--- config.mk ---
export PLATFORM = sky130hd
export DESIGN_NAME = if_prefetch_stage
export DESIGN_NICKNAME = d
export VERILOG_FILES = /design/src/rtl/if_prefetch_stage_pkg.sv /design/src/rtl/if_pq_fifo.sv /design/src/rtl/if_prefetch_stage.sv
export SDC_FILE = /design/constraint.sdc
export NUM_CORES = 1
export LEC_CHECK = 0
export ABC_AREA = 0
export CAP_MARGIN = 20
export CORE_MARGIN = 2
export CORE_UTILIZATION = 60
export DETAILED_ROUTE_END_ITERATION = 8
export PLACE_DENSITY_LB_ADDON = 0.08
export SETUP_SLACK_MARGIN = 0.2
export SKIP_LAST_GASP = 1
export SLEW_MARGIN = 20
export SYNTH_ARGS = -nofsm -noshare
export SYNTH_HDL_FRONTEND = slang
export SYNTH_HIERARCHICAL = 1
export SYNTH_SLANG_ARGS = --single-unit
--- constraint.sdc ---
create_clock -name clk -period 8.84 [get_ports clk]
set_input_delay 1.326 -clock clk [delete_from_list [all_inputs] [get_ports clk]]
set_output_delay 1.326 -clock clk [all_outputs]
set_load 0.005 [all_outputs]
--- src/rtl/if_prefetch_stage_pkg.sv ---
// Shared constants for the prefetching instruction-fetch stage.
// Optional perf counters in the stage are enabled by IF_PERF_EN.
package if_prefetch_stage_pkg;

  localparam int          XLEN_DEF     = 32;
  localparam logic [31:0] RESET_PC_DEF = 32'h0000_0000;
  localparam logic [31:0] NOP_INSTR    = 32'h0000_0000;
  localparam int          PC_INC       = 4;

endpackage

--- src/rtl/if_pq_fifo.sv ---
// Prefetch queue: DEPTH x WIDTH synchronous FIFO with flush.
// Flush and reset dominate push and pop in the same cycle.
module if_pq_fifo #(
  parameter int WIDTH = 64,
  parameter int DEPTH = 4,
  parameter int CW    = $clog2(DEPTH + 1)
) (
  input  logic             clk,
  input  logic             reset,
  input  logic             flush,
  input  logic             push,
  input  logic [WIDTH-1:0] push_data,
  input  logic             pop,
  output logic [WIDTH-1:0] head,
  output logic [CW-1:0]    count
);

  localparam int AW = $clog2(DEPTH);

  logic [WIDTH-1:0] mem [DEPTH];
  logic [AW-1:0]    rd_ptr;
  logic [AW-1:0]    wr_ptr;
  logic             empty;
  logic             full;
  logic             do_push;
  logic             do_pop;
  logic             clr;

  assign clr     = reset || flush;
  assign empty   = (count == '0);
  assign full    = (count == CW'(DEPTH));
  assign do_pop  = pop && !empty;
  // A pop in the same cycle frees the slot a full queue needs.
  assign do_push = push && (!full || do_pop);

  always_ff @(posedge clk) begin
    if (clr) begin
      rd_ptr <= '0;
      wr_ptr <= '0;
      count  <= '0;
    end else begin
      if (do_push)
        wr_ptr <= wr_ptr + AW'(1);
      if (do_pop)
        rd_ptr <= rd_ptr + AW'(1);
      unique case ({do_push, do_pop})
        2'b10:   count <= count + CW'(1);
        2'b01:   count <= count - CW'(1);
        default: count <= count;
      endcase
    end
  end

  always_ff @(posedge clk) begin
    if (do_push && !clr)
      mem[wr_ptr] <= push_data;
  end

  assign head = mem[rd_ptr];

endmodule

--- src/rtl/if_prefetch_stage.sv ---
// Instruction fetch with prefetch queue, redirect flush, sync ROM.
// Define IF_PERF_EN to add fetch/bubble performance counters.
module if_prefetch_stage
  import if_prefetch_stage_pkg::*;
#(
  parameter int              XLEN     = XLEN_DEF,
  parameter int              IMEM_AW  = 10,
  parameter logic [XLEN-1:0] RESET_PC = XLEN'(RESET_PC_DEF),
  parameter int              PQ_DEPTH = 4
) (
  input  logic               clk,
  input  logic               reset,
  input  logic               redirect_valid,
  input  logic [XLEN-1:0]    redirect_pc,
  output logic [IMEM_AW-1:0] imem_addr,
  output logic               imem_en,
  input  logic [XLEN-1:0]    imem_rdata,
  output logic               id_valid,
  input  logic               id_ready,
  output logic [XLEN-1:0]    id_pc,
  output logic [XLEN-1:0]    id_instr
`ifdef IF_PERF_EN
  ,
  output logic [31:0]        perf_fetch_cnt,
  output logic [31:0]        perf_bubble_cnt
`endif
);

  localparam int CW = $clog2(PQ_DEPTH + 1);
  localparam int OW = CW + 1;

  localparam logic [XLEN-1:0] PC_STEP  = XLEN'(PC_INC);
  localparam logic [XLEN-1:0] PC_ALIGN = ~XLEN'(3);

  logic [XLEN-1:0]   fetch_pc;
  logic              inflight;
  logic [XLEN-1:0]   inflight_pc;
  logic [CW-1:0]     count;
  logic [OW-1:0]     occ;
  logic              issue;
  logic              resp_push;
  logic              pop;
  logic [2*XLEN-1:0] head;

  // Slots already promised: queued entries plus the word on its way.
  assign occ   = {1'b0, count} + OW'(inflight);
  assign issue = !reset && !redirect_valid
              && (occ < OW'(PQ_DEPTH));

  assign imem_en   = issue;
  assign imem_addr = fetch_pc[IMEM_AW+1:2];

  assign resp_push = inflight && !redirect_valid;
  assign pop       = id_valid && id_ready && !redirect_valid;

  always_ff @(posedge clk) begin
    if (reset) begin
      fetch_pc    <= RESET_PC;
      inflight    <= 1'b0;
      inflight_pc <= '0;
    end else if (redirect_valid) begin
      fetch_pc <= redirect_pc & PC_ALIGN;
      inflight <= 1'b0;
    end else begin
      inflight <= issue;
      if (issue) begin
        inflight_pc <= fetch_pc;
        fetch_pc    <= fetch_pc + PC_STEP;
      end
    end
  end

  if_pq_fifo #(
    .WIDTH (2 * XLEN),
    .DEPTH (PQ_DEPTH),
    .CW    (CW)
  ) u_pq (
    .clk       (clk),
    .reset     (reset),
    .flush     (redirect_valid),
    .push      (resp_push),
    .push_data ({inflight_pc, imem_rdata}),
    .pop       (pop),
    .head      (head),
    .count     (count)
  );

  assign id_valid = (count != '0);
  assign id_pc    = id_valid ? head[2*XLEN-1:XLEN] : '0;
  assign id_instr = id_valid ? head[XLEN-1:0]
                             : XLEN'(NOP_INSTR);

`ifdef IF_PERF_EN
  always_ff @(posedge clk) begin
    if (reset) begin
      perf_fetch_cnt  <= '0;
      perf_bubble_cnt <= '0;
    end else begin
      if (issue)
        perf_fetch_cnt <= perf_fetch_cnt + 32'd1;
      if (id_ready && !id_valid)
        perf_bubble_cnt <= perf_bubble_cnt + 32'd1;
    end
  end
`endif

endmodule

==> impl_metrics.py, run 1 <==
metrics = {
    "logic_synthesis": {
        "synth_compound_area_share_pct": 4.61,
        "synth-simple-area-share_pct": 11.6,
        "synth_seq_area_share_pct": 68.6,
        "synth_fa_ha_area_share_pct": 0.624,
        "synth_xor_area_share_pct": 0.926,
        "ys_warn_count": 6,
        "synth_mux_area_share_pct": 11.0,
        "syn_inst": 862,
        "async_flop_share_pct": 0,
        "synth_edf_count": 256,
        "synth_seq_cells": 326,
        "yosysUniqueCellTypes": 58,
        "synth-main-ff-cell": "edfxtp_1",
        "synth_area_mm2": 0.0132,
        "avgSynthCellArea_um2": 15.4,
        "synth_top_family_by_area": "simple AND/OR/NAND/NOR gates",
    },
    "critical_path": {
        "crit_chain": "clkdlybuf4s50_1 > buf_4 > or3_4 > or2_1 > inv_1 > buf_4 > clkdlybuf4s50_1",
        "worstPathMaxFanout": 29,
        "crit_required_ps": 7510,
        "crit_type": "in -> out",
        "slowest_delay_ps": 560,
        "slowest_stage": "clkdlybuf4s50_1",
        "r2r_slack_ps": 5430,
        "worst_setup_path_start_kind": "input port",
        "cp-end-kind": "primary output",
        "worstPathArrival_ps": 3730,
    },
    "cts": {
        "root_buffer": "clkbuf_16",
        "cts_setup_buffers": 0,
        "cts_made_buffers": 34,
        "clk_pin_slew_ps": 60,
        "clkSinkCount": 326,
        "cts_tree": "done",
        "h-tree-depth": 2,
        "cts-hold-fix-buffers": 0,
        "insertion_delay_ps": 500,
        "post_cts_resized": 0,
        "clock_path_buffers": 3,
    },
    "die": {
        "fp.dieW_um": 153,
        "start_util_pct": 60.9,
        "ios": 144,
        "core-area_mm2": 0.0218,
        "die_area_mm2": 0.0233,
        "die_height_um": 153,
        "rows": 54,
    },
    "route": {
        "vias": 7761,
        "drc": 0,
        "firstDrtPassIters": 5,
        "postRouteAntennaNets": 0,
        "avgRoutedWirePerCell_um": 20.6,
        "viasPerCell": 6.00,
        "drt_iter0_markers": 611,
        "finalWirelength_um": 26700,
    },
    "timing": {
        "grt_setup_unrepaired": "no",
        "setup_viol": 0,
        "finClkSkew_ps": 19.9,
        "final.setup.tns_ps": 0,
        "period_minus_slack_ps": 5060,
        "hold_viol_final": 0,
        "finalMaxSlewViolations": 0,
        "period_share_pct": 57.2,
        "worst_pin_slew_ps": 1030,
        "slew_headroom_pct": 30.6,
        "fmax_mhz": 198,
        "whs_ps": 504,
    },
    "min_path": {
        "min-delay-path-class": "reg -> reg",
    },
    "global_routing": {
        "grt_pass1_wl_um": 42200,
        "grt_antenna_before_repair": 0,
        "grt_overflow_total": 0,
        "grt_pass1_vias": 7882,
        "grt_use_total_pct": 23.0,
        "grt_max_degree": 71,
    },
    "power_and_ir_drop": {
        "p_sw_uw": 611,
        "peakVddDrop_uv": 165,
        "p_int_uw": 2530,
        "switching_share_pct": 19.4,
        "power_leakage_uw": 0.00504,
        "power_density_mw_per_mm2": 198,
        "p_comb_share_pct": 3.2,
        "p_seq_share_pct": 53.8,
        "clkPwrFrac_pct": 43.0,
    },
    "cells_and_area": {
        "area_growth_pct": 19.8,
        "utilization_pct": 72.9,
        "antenna_cells": 0,
        "drive_above_1_share_pct": 13.2,
        "nNetsFinal": 1064,
        "final_cells": 1293,
        "fillers": 1384,
    },
    "placed_design": {
        "globalplace.congestion": 0.861,
        "port_buffers": 141,
        "dp.cells": 1234,
        "dpl.hpwl_um": 15800,
    },
    "job": {
        "max_cap_violations": 0,
    },
    "outcome": {
        "outcome": "finished clean",
    },
}
-- registers in the layout (all words and copies together), names as in the netlist, named ones only --
name         cells
inflight         1
u_pq/mem       256
u_pq/count       3
inflight_pc     30
fetch_pc        30
u_pq/wr_ptr      2
u_pq/rd_ptr      2
-- synthesized netlist by cell type (6+ instances only) --
master     count  area [µm²]
edfxtp_1     256        7690
nand2_1       84         315
dfxtp_1       70        1400
and2_1        65         407
mux4_2        64        1440
nor2_1        41         154
a21oi_1       36         180
clkbuf_1      35         131
nand3_1       18        90.1
nand4_1       16         100
buf_2         13        65.1
and3_1        12        75.1
buf_4         10        75.1
inv_1         10        37.5
or4_1         10        75.1
xor2_1        10        87.6
a211oi_1       9        67.6
a311oi_1       9        78.8
and4_1         8        70.1
o31ai_1        7        52.6
or3_1          7        43.8
a2111oi_0      6        52.6
nor4_1         6        37.5
-- worst max-delay path: cells and delay by family --
family        cells  cell delay, ps
buf+inv           5            1710
simple gates      2             670
-- cells in the final DEF (no fill, tap or decap), drive strengths merged, types with 13 or more instances in the layout --
| master | count |
|---|---|
| dfxtp | 70 |
| mux4 | 64 |
| nand2 | 84 |
| edfxtp | 256 |
| nand3 | 18 |
| a21oi | 36 |
| nand4 | 16 |
| and3 | 13 |
| and2 | 66 |
| nor2 | 41 |
| clkbuf | 49 |
| clkdlybuf4s50 | 140 |
-- cell families (layout without fill, tap and decap cells) --
| family | Yosys count | in the layout |
|---|---|---|
| multiplexers | 65 | 65 |
| XOR/XNOR | 14 | 14 |
| AND/OR/NAND/NOR | 289 | 289 |
| flip-flops | 326 | 326 |
| AO/OA/AOI/OAI | 88 | 88 |
| buffers and inverters | 73 | 217 |
| adder cells (fa/ha/maj) | 6 | 6 |
| other | 1 | 8 |
-- cell type report --
class | instances | area, µm² | share of cell area, %
clock buffer | 49 | 1000 | 6.31
multi-input combinational | 470 | 3850 | 24.3
sequential | 326 | 9090 | 57.3
tap | 280 | 350 | 2.21
inverter | 10 | 37.5 | 0.237
timing repair buffer | 148 | 1460 | 9.19
clock inverter | 10 | 73.8 | 0.465
-- through the flow --
step | total power, µW | cell area (µm²) | setup slack, ps
2_1_floorplan | 1760 | 13300 | 4130
3_3_place_gp | 1810 | 14800 | 3810
3_5_place_dp | 1820 | 14800 | 3790
4_1_cts | 3170 | 15900 | 3780
5_1_grt | 3240 | 15900 | 3630
6_report | 3140 | 15900 | 3780
-- routing by layer --
layer	vias to the layer above	part of all wire [%]	GRT usage, %
met5	-	0	0
met4	0	1.7	5.78
met3	49	5.9	3.38
met2	299	49	38.3
met1	3853	43	32.6
li1	3560	-	-
-- power by group through the flow --
stage               Sequential (µW)  Combinational (µW)  Clock, µW
floorplan                      1710                51.3          0
global placement               1720                94.6          0
detailed placement             1720                99.1          0
CTS                            1690                99.9       1380
global route                   1690                 109       1440
finish                         1690                99.8       1350
-- worst paths after layout --
check	startpoint	endpoint	cells past startpoint
min reg2reg	inflight_pc[29]	u_pq/mem[3][61]	0
max	redirect_valid	imem_en	7
max reg2reg	u_pq/count[2]	u_pq/mem[3][62]	5
min	inflight_pc[29]	u_pq/mem[3][61]	0
No activity file was read; power rests on OpenSTA's default activity.
==> inputs of run 2 (changes only) <==
--- a/config.mk
+++ b/config.mk
@@ -8,7 +8,7 @@
 export ABC_AREA = 0
 export CAP_MARGIN = 20
 export CORE_MARGIN = 2
-export CORE_UTILIZATION = 60
+export CORE_UTILIZATION = 56
 export DETAILED_ROUTE_END_ITERATION = 8
 export PLACE_DENSITY_LB_ADDON = 0.08
 export SETUP_SLACK_MARGIN = 0.2
==> constraint.sdc (replaced) <==
create_clock -name clk -period 4.7 [get_ports clk]
set_input_delay 0.705 -clock clk [delete_from_list [all_inputs] [get_ports clk]]
set_output_delay 0.705 -clock clk [all_outputs]
set_load 0.005 [all_outputs]
==> impl_metrics.py, run 2 (synthesized netlist as in run 1, its figures left out) <==
metrics = {
    "route": {
        "routed-wl-met3_um": 1440,
        "postRouteAntennaNets": 0,
        "routed.top_layer": "met4",
        "firstDrtPassIters": 5,
        "avgRoutedWirePerCell_um": 20.1,
        "finalWirelength_um": 26900,
        "drc": 0,
        "drt_iter0_markers": 479,
        "vias": 7797,
        "viasPerCell": 5.83,
        "met1Wirelength_um": 11700,
        "dr_wl_met2_um": 13200,
    },
    "cts": {
        "insertion_delay_ps": 500,
        "root_buffer": "clkbuf_16",
        "clk_pin_slew_ps": 60,
        "cts-hold-fix-buffers": 0,
        "h-tree-depth": 2,
        "post_cts_resized": 0,
        "clkSinkCount": 326,
        "cts_tree": "done",
        "clock_path_buffers": 3,
        "cts_made_buffers": 34,
        "cts_setup_buffers": 0,
    },
    "critical_path": {
        "crit_required_ps": 3990,
        "worst_setup_path_start_kind": "input port",
        "worstPathArrival_ps": 2890,
        "crit_type": "in -> out",
        "worstPathMaxFanout": 22,
        "cp-end-kind": "primary output",
    },
    "timing": {
        "finalMaxSlewViolations": 0,
        "slew_headroom_pct": 30.0,
        "finClkSkew_ps": 19.5,
        "setup_viol": 0,
        "worst_pin_slew_ps": 1050,
        "final.setup.tns_ps": 0,
        "period_share_pct": 76.5,
        "hold_viol_final": 0,
        "period_minus_slack_ps": 3590,
        "grt_setup_unrepaired": "no",
        "fmax_mhz": 278,
    },
    "power_and_ir_drop": {
        "p_comb_share_pct": 3.2,
        "clkPwrFrac_pct": 42.4,
        "switching_share_pct": 20.0,
        "p_int_uw": 4680,
        "peakVddDrop_uv": 309,
        "p_seq_share_pct": 54.3,
        "power_leakage_uw": 0.00503,
        "power_uw": 5850,
        "power_density_mw_per_mm2": 367,
        "p_sw_uw": 1170,
    },
    "die": {
        "die_area_mm2": 0.0249,
        "core-area_mm2": 0.0233,
        "die_height_um": 158,
        "rows": 56,
        "ios": 144,
        "fp.dieW_um": 158,
        "start_util_pct": 56.8,
    },
    "global_routing": {
        "grt_antenna_before_repair": 0,
        "grt_pass1_wl_um": 42600,
        "grt_pass1_vias": 8043,
        "grt_use_total_pct": 22.2,
        "grt_max_degree": 66,
        "grt_overflow_total": 0,
    },
    "cells_and_area": {
        "finalInstanceArea_mm2": 0.0159,
        "largest_reg_flops": 256,
        "final_common_cell": "edfxtp_1",
        "final_cells": 1337,
        "drive_above_1_share_pct": 13.8,
        "top_register": "u_pq/mem",
        "antenna_cells": 0,
        "nNetsFinal": 1067,
        "top_regs": "u_pq/mem (256), fetch_pc (30), inflight_pc (30)",
        "multiInputGateArea_mm2": 0.00385,
        "register_area_mm2": 0.00909,
        "fillers": 1610,
        "utilization_pct": 68.3,
        "area_growth_pct": 20.3,
        "final_cell_mix": "256 x edfxtp_1, 140 x clkdlybuf4s50_1, 84 x nand2_1",
    },
    "placed_design": {
        "dp.cells": 1276,
        "dpl_cell_area_mm2": 0.0149,
        "globalplace.congestion": 0.894,
        "dpl.hpwl_um": 16100,
        "port_buffers": 141,
    },
    "job": {
        "max_cap_violations": 0,
    },
    "min_path": {
        "min-delay-path-class": "reg -> reg",
    },
    "outcome": {
        "outcome": "finished clean",
    },
}
run 2: routing by layer:
layer | vias to the layer above | GRT usage, %
met3 | 34 | 3.53
met4 | 0 | 6.06
met2 | 239 | 37.2
li1 | 3572 | -
met1 | 3952 | 30.4
met5 | - | 0
run 2: path summary, 6_finish.rpt:
path,from,end,slack [ps],cells past startpoint
hold / removal,inflight_pc[19],inflight_pc[19],500,2
setup reg to reg,u_pq/count[0],u_pq/mem[3][4],1810,5
hold reg to reg,inflight_pc[19],inflight_pc[19],500,2
setup / recovery,redirect_valid,imem_en,1110,6
run 2: cell type report:
| class | count | share of cell area, % |
|---|---|---|
| Sequential cell | 326 | 57.1 |
| Multi-Input combinational cell | 470 | 24.2 |
| Timing Repair Buffer | 151 | 9.38 |
| Clock buffer | 47 | 6.10 |
| Tap cell | 319 | 2.51 |
| Clock inverter | 14 | 0.487 |
| Inverter | 10 | 0.236 |
run 2: critical path, stage by stage:
cell and delay (ps):
clkdlybuf4s50_1 610, buf_4 320, or3_4 410, or2_1 250, inv_1 80, clkdlybuf4s50_1 500
run 2: stage by stage:
stage,hold WS (ps),setup slack (ps)
after floorplan,449,610
after global placement,472,1190
after detailed placement,492,1170
after CTS,504,1000
after global routing,528,902
final,498,1110
run 2: power groups by stage:
stage / combinational (µW) / sequential [µW] / clock [µW]
after global routing: 208 / 3180 / 2640
after global placement: 181 / 3230 / 0
after detailed placement: 188 / 3240 / 0
after floorplan: 96.5 / 3220 / 0
after CTS: 189 / 3180 / 2530
final: 190 / 3180 / 2480
==> inputs of run 3 (changes only) <==
==> constraint.sdc (replaced) <==
create_clock -name clk -period 3.7 [get_ports clk]
set_input_delay 0.555 -clock clk [delete_from_list [all_inputs] [get_ports clk]]
set_output_delay 0.555 -clock clk [all_outputs]
set_load 0.005 [all_outputs]
==> impl_metrics.py, run 3 (synthesized netlist as in run 1, its figures left out) <==
metrics = {
    "outcome": {
        "outcome": "finished clean",
    },
    "timing": {
        "whs_ps": 438,
        "worst_pin_slew_ps": 788,
        "period_minus_slack_ps": 3190,
        "period_share_pct": 86.3,
        "finalMaxSlewViolations": 0,
        "setup_viol": 0,
        "fmax_mhz": 313,
        "hold_viol_final": 0,
        "grt_setup_unrepaired": "no",
        "final.setup.tns_ps": 0,
        "finClkSkew_ps": 12.2,
        "slew_headroom_pct": 47.1,
    },
    "cells_and_area": {
        "top_regs": "u_pq/mem (256), fetch_pc (30), inflight_pc (30)",
        "area_growth_pct": 21.9,
        "fillers": 1545,
        "final_common_cell": "edfxtp_1",
        "antenna_cells": 0,
        "largest_reg_flops": 256,
        "drive_above_1_share_pct": 14.6,
        "top_register": "u_pq/mem",
        "final_cell_mix": "256 x edfxtp_1, 140 x clkdlybuf4s50_1, 84 x nand2_1",
        "nNetsFinal": 1077,
    },
    "global_routing": {
        "grt_antenna_before_repair": 0,
        "grt_overflow_total": 0,
        "grt_max_degree": 66,
        "grt_pass1_vias": 8104,
        "grt_pass1_wl_um": 43300,
        "grt_use_total_pct": 22.7,
    },
    "route": {
        "finalWirelength_um": 27300,
        "routed-wl-met3_um": 1530,
        "met1Wirelength_um": 11900,
        "dr_wl_met2_um": 13400,
        "routed.top_layer": "met4",
        "avgRoutedWirePerCell_um": 20.3,
        "firstDrtPassIters": 5,
        "vias": 7796,
        "drt_iter0_markers": 525,
        "postRouteAntennaNets": 0,
        "viasPerCell": 5.79,
        "drc": 0,
    },
    "critical_path": {
        "crit_required_ps": 3140,
        "worst_setup_path_start_kind": "register",
        "crit_chain": "or3_2 > buf_4 > and2_1 > clkdlybuf4s50_1",
        "worstPathArrival_ps": 2640,
        "cp_top_family": "buffers and inverters",
        "path_buf_inv": 2,
        "worstPathMaxFanout": 65,
        "slowest_delay_ps": 630,
        "slowest_stage": "dfxtp_1",
        "cp-end-kind": "primary output",
        "crit_type": "reg -> out",
    },
    "cts": {
        "root_buffer": "clkbuf_16",
        "insertion_delay_ps": 500,
        "h-tree-depth": 2,
        "cts_setup_buffers": 0,
        "cts_made_buffers": 34,
        "post_cts_resized": 0,
        "clk_pin_slew_ps": 60,
        "clkSinkCount": 326,
        "cts-hold-fix-buffers": 0,
        "clock_path_buffers": 3,
        "cts_tree": "done",
    },
    "die": {
        "fp.dieW_um": 158,
        "core-area_mm2": 0.0233,
        "rows": 56,
        "start_util_pct": 56.8,
        "die_height_um": 158,
        "ios": 144,
        "die_area_mm2": 0.0249,
    },
    "min_path": {
        "min-delay-path-class": "in -> reg",
    },
    "power_and_ir_drop": {
        "peakVddDrop_uv": 320,
        "power_leakage_uw": 0.00516,
        "power_density_mw_per_mm2": 477,
    },
    "placed_design": {
        "port_buffers": 141,
        "globalplace.congestion": 0.916,
        "dpl.hpwl_um": 17100,
    },
    "job": {
        "max_cap_violations": 0,
    },
}
run 3: cell count changes in the layout (fill, tap and decap cells not counted):
cell        before  now
and3_2           0    4
and3_4           4    0
buf_12           1    6
buf_4            9   14
bufinv_16        0    3
clkbuf_1         7    8
clkbuf_16       35   37
clkbuf_8         5    4
clkinv_1         5    3
clkinv_4         0    1
clkinvlp_4       4    0
inv_6            1    0
run 3: routing by layer:
| layer | track usage, % | vias up |
|---|---|---|
| met5 | 0 | - |
| met3 | 3.70 | 34 |
| met1 | 31.4 | 3921 |
| met2 | 37.6 | 254 |
| li1 | - | 3587 |
| met4 | 6.45 | 0 |
run 3: area by class of cell:
cell class / instances / area [µm²] / share of cell area [%]
repair buffers: 161 / 1630 / 10.1
inverters: 10 / 37.5 / 0.233
clock buffers: 49 / 1010 / 6.26
flip-flops and latches: 326 / 9090 / 56.3
multi-input cells: 470 / 3840 / 23.8
clock inverters: 11 / 130 / 0.806
well taps: 319 / 399 / 2.47
run 3: metrics by stage:
step | instances | cell area, µm² | utilization, % | worst slack (ps) | total power, µW
floorplan | 869 | 13300 | - | 462 | 4210
global placement | 1286 | 15000 | 64.3 | 664 | 4340
detailed placement | 1286 | 15000 | 64.3 | 552 | 4350
CTS | 1346 | 16100 | 69.2 | 430 | 7760
global route | 1346 | 16100 | 69.2 | 343 | 7940
finish | 1346 | 16100 | 69.2 | 507 | 7690
run 3: path summary, 6_finish.rpt:
kind	start	endpoint	slack [ps]	cells after the start
setup / recovery	u_pq/count[2]	id_pc[8]	510	4
hold / removal	reset	inflight_pc[6]	440	2
setup reg to reg	u_pq/count[0]	u_pq/mem[0][27]	890	6
hold reg to reg	inflight_pc[6]	inflight_pc[6]	500	2
run 3: worst register-to-register path, stage by stage (launching register included):
cell,delay [ps]
dfxtp_1,430
or3_2,530
and3_1,280
or4b_1,530
and2_4,220
and3_2,230
buf_4,280
run 3: report_power, final:
group	internal (µW)	switching, µW	total, µW	leakage [µW]
clock network	2110	1310	3410	0.000561
logic	126	117	243	0.00174
registers	3980	58.3	4040	0.00286
